File: src/rtl/mul3_share_arbiter.sv
// mul3_share_arbiter: round-robin sharing of one 3x3 multiplier with a tagged valid/ready response
module mul3 (
  input  logic [2:0] a,
  input  logic [2:0] b,
  output logic [5:0] p
);
  assign p = {3'b000, a & {3{b[0]}}}
           + {2'b00, a & {3{b[1]}}, 1'b0}
           + {1'b0, a & {3{b[2]}}, 2'b00};
endmodule

module mul3_share_arbiter #(
  parameter int NREQ = 4,
  localparam int IDW = $clog2(NREQ)
) (
  input  logic              clk,
  input  logic              rst,
  input  logic [NREQ-1:0]   req,
  input  logic [3*NREQ-1:0] a_in,
  input  logic [3*NREQ-1:0] b_in,
  output logic [NREQ-1:0]   grant,
  output logic              busy,
  output logic              rsp_valid,
  output logic [IDW-1:0]    rsp_id,
  output logic [5:0]        rsp_prod,
  input  logic              rsp_ready,
  output logic [7:0]        op_count
);
  typedef enum logic [1:0] {IDLE, CALC, RESP} state_t;
  state_t st;
  logic [IDW-1:0] last, win, cand;
  logic hit;
  logic [2:0] opa, opb;
  logic [5:0] prod;
  logic [2:0] a_arr [NREQ];
  logic [2:0] b_arr [NREQ];
  for (genvar g = 0; g < NREQ; g++) begin : g_unpack
    assign a_arr[g] = a_in[3*g +: 3];
    assign b_arr[g] = b_in[3*g +: 3];
  end
  // search starts just after the last winner so the previous winner ranks lowest
  always_comb begin
    win = last;
    cand = last;
    hit = 1'b0;
    for (int k = 1; k <= NREQ; k++) begin
      cand = IDW'((int'(last) + k) % NREQ);
      if (!hit && req[cand]) begin
        win = cand;
        hit = 1'b1;
      end
    end
  end
  mul3 u_mul (.a(opa), .b(opb), .p(prod));
  assign busy = st != IDLE;
  always_ff @(posedge clk) begin
    if (rst) begin
      st <= IDLE;
      grant <= '0;
      rsp_valid <= 1'b0;
      rsp_id <= '0;
      rsp_prod <= '0;
      op_count <= '0;
      last <= IDW'(NREQ - 1);
      opa <= '0;
      opb <= '0;
    end else begin
      case (st)
        IDLE: if (hit) begin
          opa <= a_arr[win];
          opb <= b_arr[win];
          rsp_id <= win;
          grant <= NREQ'(1) << win;
          last <= win;
          st <= CALC;
        end
        CALC: begin
          rsp_prod <= prod;
          rsp_valid <= 1'b1;
          grant <= '0;
          st <= RESP;
        end
        RESP: if (rsp_ready) begin
          rsp_valid <= 1'b0;
          op_count <= op_count + 8'd1;
          st <= IDLE;
        end
        default: st <= IDLE;
      endcase
    end
  end
endmodule

File: config.mk
export PLATFORM = sky130hd
export DESIGN_NAME = mul3_share_arbiter
export DESIGN_NICKNAME = d
export VERILOG_FILES = /design/src/rtl/mul3_share_arbiter.sv
export SDC_FILE = /design/constraint.sdc
export NUM_CORES = 1
export LEC_CHECK = 0
export BUFFER_PORTS_ARGS = -buffer_cell sky130_fd_sc_hd__buf_4
export CAP_MARGIN = 20
export CORE_MARGIN = 3
export CORE_UTILIZATION = 45
export CTS_CLUSTER_SIZE = 16
export DETAILED_ROUTE_END_ITERATION = 6
export GPL_TIMING_DRIVEN = 0
export PLACE_DENSITY_LB_ADDON = 0.05
export SETUP_SLACK_MARGIN = 0.05
export SLEW_MARGIN = 40
export SYNTH_ARGS = -nofsm -noshare
export SYNTH_HDL_FRONTEND = slang
export SYNTH_SLANG_ARGS = --single-unit
export TNS_END_PERCENT = 10
File: constraint.sdc
create_clock -name clk -period 2.9 [get_ports clk]
set_input_delay 0.58 -clock clk [delete_from_list [all_inputs] [get_ports clk]]
set_output_delay 0.58 -clock clk [all_outputs]
set_load 0.01 [all_outputs]
Word-level counts from Yosys, hierarchy flattened
Cells that the tools add are included.
{"block": "word_totals", "elab_cells": 74, "reg_bits": 31, "out_inout_bits": 22}
{"block": "classes", "mux": 29, "n_bitwise": 4, "n_reduce_logical": 15, "n_shift": 1, "add_sub_neg": 7, "order_cmp": 5, "n_eq_ne": 4}
{"cell": "3-bit binary-select mux with 2-bit select", "count": 2}
{"cell": "2-bit by 3-bit less-than comparator with 1-bit output (second input constant)", "count": 4}
{"cell": "2-bit two-way mux", "count": 6}
{"cell": "3-bit two-way mux", "count": 4}
{"cell": "2-bit AND reduction", "count": 5}
{"cell": "3-bit bitwise AND", "count": 3}
{"cell": "1-bit two-way mux", "count": 9}
{"cell": "8-bit by 1-bit adder with 8-bit output (second input constant)", "count": 1}
{"cell": "1-bit binary-select mux with 2-bit select", "count": 4}
{"cell": "4-bit one-hot mux with 2 select lines", "count": 1}
{"cell": "6-bit by 5-bit adder with 6-bit output", "count": 1}
{"cell": "2-bit one-hot mux with 3 select lines", "count": 1}
{"cell": "2-bit nonzero test", "count": 3}
{"cell": "3-bit by 4-bit adder with 5-bit output", "count": 1}
{"cell": "2-bit by 1-bit adder with 2-bit output (second input constant)", "count": 2}
{"cell": "2-bit adder (second input constant)", "count": 2}
{"cell": "4-bit two-way mux", "count": 1}
{"cell": "2-bit inequality test (second input constant)", "count": 2}
{"cell": "1-bit by 2-bit << shifter with 4-bit output (first input constant)", "count": 1}
{"cell": "3-bit greater-or-equal comparator (second input constant)", "count": 1}
{"cell": "1-bit logical AND", "count": 3}
{"cell": "1-bit zero test", "count": 3}
{"cell": "2-bit inverter with 3-bit output", "count": 1}
{"cell": "2-bit by 1-bit == test with 1-bit output (second input constant)", "count": 1}
{"cell": "3 further kinds", "count": 3}

Depth between registers and ports, before layout
{"block": "logic_depth", "depth_word": 17, "mapped_depth": 9, "depth_no_buf": 9}

Hierarchy
Synthesis repeated with hierarchy kept, for this count alone.
{"block": "hier_totals", "hier_cells": 181, "area_unflattened_um2": 1609.0}
{"module": "mul3_share_arbiter", "n_inst": 1, "seq_area_each_um2": 620.6, "cells_per_inst": 157, "area_each_um2": 1412.6}
{"module": "mul3", "n_inst": 1, "seq_area_each_um2": 0.0, "cells_per_inst": 24, "area_each_um2": 196.4}

Worst setup path after synthesis
Ideal clock, no wire load.
{"block": "synth_path", "path_type": "reg-to-reg", "startpoint": "register opb[0]", "endpoint": "register rsp_prod[4]", "arrival_time_ns": 2.030, "setup_time_ns": 0.086, "synth_period_minus_slack_ns": 2.115, "stages_incl_launch_ff": 10, "path_slack_ns": 0.785, "t_required_ns": 2.814, "cell_sequence": "dfxtp_1 > and2_1 > ha_1 > inv_1 > fa_1 > inv_1 > ha_1 > fa_1 > xnor2_1 > a211oi_1"}
{"block": "synth_via", "elab_chain_cells": 3}
{"item": "from (decl)", "line": "33", "rtl": "logic [2:0] opa, opb;"}
{"item": "from (signal assigned)", "line": "71", "rtl": "opb <= b_arr[win];"}
{"item": "3-bit bitwise AND", "line": "7", "rtl": "assign p = {3'b000, a & {3{b[0]}}}"}
{"item": "3-bit by 4-bit adder with 5-bit output", "line": "8", "rtl": "+ {2'b00, a & {3{b[1]}}, 1'b0}"}
{"item": "6-bit by 5-bit adder with 6-bit output", "line": "9", "rtl": "+ {1'b0, a & {3{b[2]}}, 2'b00};"}
{"item": "to (signal assigned)", "line": "78", "rtl": "rsp_prod <= prod;"}
{"item": "to (decl)", "line": "25", "rtl": "output logic [5:0] rsp_prod,"}
No other way between the ends.
A chain may end at the register's enable or synchronous reset.

Final worst setup path
{"block": "layout_path", "startpoint": "register opa[1]", "endpoint": "register rsp_prod[4]"}
{"block": "layout_via", "elab_chain_cells": 3, "word_cells_on_any_way": 5}
{"item": "from (decl)", "line": "33"}
{"item": "from (signal assigned)", "line": "70", "rtl": "opa <= a_arr[win];"}
{"item": "3-bit bitwise AND (on tied branches)", "line": "7, 8"}
{"item": "3-bit by 4-bit adder with 5-bit output", "line": "8"}
{"item": "6-bit by 5-bit adder with 6-bit output (*)", "line": "9"}
Every way passes the cells marked *; elsewhere a longest branch is shown, timed or not.

==> results.txt <==
----------------------------------------------------
[Setup path]
  Worst setup SP type ... flop
  Library cell contributing the largest single delay on the critical path ... sky130_fd_sc_hd__fa_1
  Data arrival time at the worst-slack endpoint ... 2570 ps
  Largest driver fanout on the critical path ... 4
  Worst path cell trace ... and2_1 > ha_1 > inv_1 > fa_1 > inv_1 > ha_1 > fa_1 > xnor2_1 > a211oi_1
  Path depth of the worst reg2reg path ... 9
  Critical Path Stages ... 9
  Largest stage delay on the critical path ... 490 ps
  CP Buf/Inv Count ... 2
  Worst reg2reg endpoint ... rsp_prod[4]$_SDFFE_PP0P_
  Critical Setup Path Class ... flop to flop
  Worst Path Required ... about 3100 ps
  Reg-to-reg critical path startpoint ... opa[1]$_SDFFE_PP0P_
  Worst Setup End Kind ... flop
  Flop2flop setup slack ... 560 ps
  Cell family with the largest share of critical-path delay ... adder cells

[Detailed routing]
  Final wirelength ... 3770 µm
  Vias ... 1,491
  Drt first-iter violations ... 111
  Detail Route Antenna Nets ... 0
  Vias per std cell ... 5.25
  Routed length per instance ... 13.3 µm
  TritonRoute pass-1 iters ... 4
  Number of design rule violations left after detail routing ... 0

[Cells and area]
  Area of the multi-input gates ... 925 µm²
  Post-layout instance count excluding filler cells ... 284
  Growth of design area from synthesis to finish ... 31.4%
  Layout filler cell count ... 327
  Finished Cell Area ... 0.00211 mm²
  NumNets Final ... 277
  Share of final-layout standard cells stronger than drive strength 1 ... 0.282
  Flip-flop and latch area ... about 620 µm²
  Antenna diode count ... 0

[Clocking]
  Post-cts resize count ... 0
  Post-CTS Setup Repair Bufs ... 0
  Post-CTS Hold Fix Bufs ... 0
  Clock latency at the later pin of the worst-skew pair ... 330 ps
  Clock transition at the registers of the reported paths ... 90 ps
  Root buffer cell ... sky130_fd_sc_hd__clkbuf_4
  Clock tree from TritonCTS ... yes
  Number of CTS-inserted buffers ... 5
  Sinks on Clock Net ... 31
  Total number of H-tree levels ... 2
  Clk buf depth ... 2

[Place]
  Input/output buffers ... 52
  Placed cell count ... 277
  Worst setup slack after placement ... roughly 560 ps
  Placed Instance Area ... between 0.002 and 0.0025 mm²
  Detailed placer's ending HPWL ... 2940 µm
  Routability-driven placement congestion ratio ... between 0.7 and 0.8

[Timing]
  Actual slew at the worst max-slew pin ... between 600 and 700 ps
  Worst hold slack after final layout ... 458 ps
  RSZ-0062 raised after global routing ... no
  Max Clock Skew ... 15.7 ps
  Headroom to the max-slew limit ... 0.563
  Final number of max-transition violations ... 0
  Endpoints failing hold ... 0
  Highest achievable clock rate ... ~430 MHz
  Period utilization ... 0.806
  # setup viols final ... 0
  Clock period minus worst slack ... 2340 ps
  Fin Setup TNS ... 0 ps
  Post-layout worst setup margin ... 563 ps

[Worst hold path]
  Path class of the lowest-slack min-delay path ... flop to flop
  Hold Path Stages ... 2
  Startpoint of the tightest hold check path ... rsp_prod[1]$_SDFFE_PP0P_
  Terminating pin of the worst hold path ... rsp_prod[1]$_SDFFE_PP0P_

[Synthesis]
  Count of synthesis-stage warnings from yosys ... 0
  Library cells used by synthesis ... 32
  Post-synthesis register bit count ... 31
  Share of async-settable or async-resettable flops after synthesis ... 0
  Post-synth net total ... 218
  Post-Syn Area per Cell ... approximately 9 µm²
  Share of synthesized area occupied by flip-flops and latches ... 0.387
  Synthesized area ... 0.00161 mm²
  Number of instances in the synthesized netlist ... about 180
  Number of enable-type register cells in the synthesized netlist ... 0
  Top FF cell, synth ... sky130_fd_sc_hd__dfxtp_1

[Global route]
  Maximum number of pins on one net before global-route repair ... 11
  GR Overflow Total ... 0
  Met1 Usage GRT ... 0.231
  Met3 demand-to-capacity share in global routing ... 0.0701
  Wire length of the first global-routing pass ... 6500 µm
  Met2 layer usage reported by global route ... 0.335
  Vias in the first global route ... 1,478
  Antenna violations before repair ... 0
  Most Used Layer, Global Route ... met2
  Aggregate global-route resource usage ... 0.196

[Run status]
  Outcome ... complete, no violations

[Floorplanning]
  Die Span Y ... 65.7 µm
  Horizontal extent of the die ... approximately 66 µm
  Row Count ... 21
  Initial core utilization ... 0.474
  Total die area ... about 0.0043 mm²
  I/O pins ... 53
  Core Area ... 0.00339 mm²

[Power]
  Reported leakage power ... 0.000955 µW
  Power density relative to cell area ... 492 mW/mm²
  Maximum VDD drop ... 0.328 mV

[Job]
  Maximum capacitance violations ... 0

----------------------------------------------------
==> cells in the mapped netlist, types with 2 or more instances <==
cell,count,share of area
sky130_fd_sc_hd__a211oi_1,4,0.019
sky130_fd_sc_hd__a21o_1,3,0.014
sky130_fd_sc_hd__a21oi_1,16,0.050
sky130_fd_sc_hd__and2_1,7,0.027
sky130_fd_sc_hd__clkbuf_1,7,0.016
sky130_fd_sc_hd__dfxtp_1,31,0.39
sky130_fd_sc_hd__fa_1,2,0.025
sky130_fd_sc_hd__ha_1,6,0.047
sky130_fd_sc_hd__inv_1,5,0.012
sky130_fd_sc_hd__mux2i_1,12,0.075
sky130_fd_sc_hd__nand2_1,13,0.030
sky130_fd_sc_hd__nand3_1,10,0.031
sky130_fd_sc_hd__nand3b_1,7,0.033
sky130_fd_sc_hd__nand4_1,2,0.0078
sky130_fd_sc_hd__nor2_1,19,0.044
sky130_fd_sc_hd__nor2b_1,2,0.0078
sky130_fd_sc_hd__o21ai_0,4,0.012
sky130_fd_sc_hd__o221ai_1,6,0.033
sky130_fd_sc_hd__or2b_2,2,0.011
sky130_fd_sc_hd__or3_2,2,0.0094
sky130_fd_sc_hd__xnor2_1,3,0.016
sky130_fd_sc_hd__xor2_1,6,0.033
==> state kept, by name, indices dropped and copies added, names as in the netlist <==
| name | flops |
|---|---|
| last | 2 |
| opa | 3 |
| rsp_id | 2 |
| grant | 4 |
| rsp_prod | 6 |
| op_count | 8 |
| st | 2 |
| opb | 3 |
| rsp_valid | 1 |
==> worst register-to-register path: stages, from the launching register on <==
cell and delay, ps:
sky130_fd_sc_hd__dfxtp_1 380, sky130_fd_sc_hd__and2_1 150, sky130_fd_sc_hd__ha_1 180, sky130_fd_sc_hd__inv_1 60, sky130_fd_sc_hd__fa_1 490, sky130_fd_sc_hd__inv_1 50, sky130_fd_sc_hd__ha_1 200, sky130_fd_sc_hd__fa_1 380
sky130_fd_sc_hd__xnor2_1 140, sky130_fd_sc_hd__a211oi_1 230
==> area by class of cell <==
class                   instances  area share
flip-flops and latches         31       0.294
inverters                       5     0.00890
plain buffers                   8      0.0196
well taps                      46      0.0273
clock inverters                 1     0.00237
multi-input cells             135       0.438
repair buffers                 52       0.185
clock buffers                   6      0.0243
==> metrics by stage <==
stage	power, µW	utilization
after floorplan	681	-
after global placement	782	0.606
after detailed placement	792	0.606
after CTS	1050	0.622
after global routing	1110	0.622
final	1040	0.622
==> report_power, final <==
part           leakage [µW]  internal (µW)  switching (µW)  total [µW]
clock network     0.0000341            112             144         256
registers          0.000254            468            36.5         504
logic              0.000668            138             139         277
==> placed cells by master (no fill, tap or decap), drive strengths merged <==
cell,netlist,final
buf,1,53
dfxtp,31,31
nor2,19,19
a21oi,16,16
nand2,13,13
clkbuf,7,13
mux2i,12,12
nand3,10,10
and2,7,7
nand3b,7,7
xor2,6,6
o221ai,6,6
ha,6,6
inv,5,5
o21ai,4,4
a211oi,4,4
a21o,3,3
xnor2,3,3
nor2b,2,2
or2b,2,2
nand4,2,2
or3,2,2
fa,2,2
or2,2,2
a221oi,1,1
o21a,1,1
and3b,1,1
nand2b,1,1
and3,1,1
nor3,1,1
or3b,1,1
clkinv,0,1
==> metal layers <==
layer | up-vias | part of all wire
li1 | 744 | -
met2 | 34 | 0.50
met5 | - | 0
met4 | 0 | 0.011
met1 | 707 | 0.43
met3 | 6 | 0.056
==> worst max-delay path by stage <==
stage                     slack, ps                start                  endpoint
final                           560  opa[1]$_SDFFE_PP0P_  rsp_prod[4]$_SDFFE_PP0P_
after global routing            410  opa[0]$_SDFFE_PP0P_  rsp_prod[5]$_SDFFE_PP0P_
after CTS                       540  opa[1]$_SDFFE_PP0P_  rsp_prod[4]$_SDFFE_PP0P_
after detailed placement        560               req[3]       opb[1]$_SDFFE_PP0P_
after global placement          620               req[3]       opb[1]$_SDFFE_PP0P_
after floorplan                 780  opb[0]$_SDFFE_PP0P_  rsp_prod[4]$_SDFFE_PP0P_
==> kinds of logic (layout without fill, tap and decap cells) <==
logic type / Yosys count / after routing / synth area share
DFF: 31 / 31 / 0.387
xor gates and xnor gates: 9 / 9 / 0.0491
buffers and inverters: 13 / 72 / 0.0374
AOI/OAI and AO/OA: 35 / 35 / 0.149
muxes: 12 / 12 / 0.0748
and+or+nand+nor: 71 / 71 / 0.231
adders and majority gates: 8 / 8 / 0.0717
(Power assumes the default switching activity.)
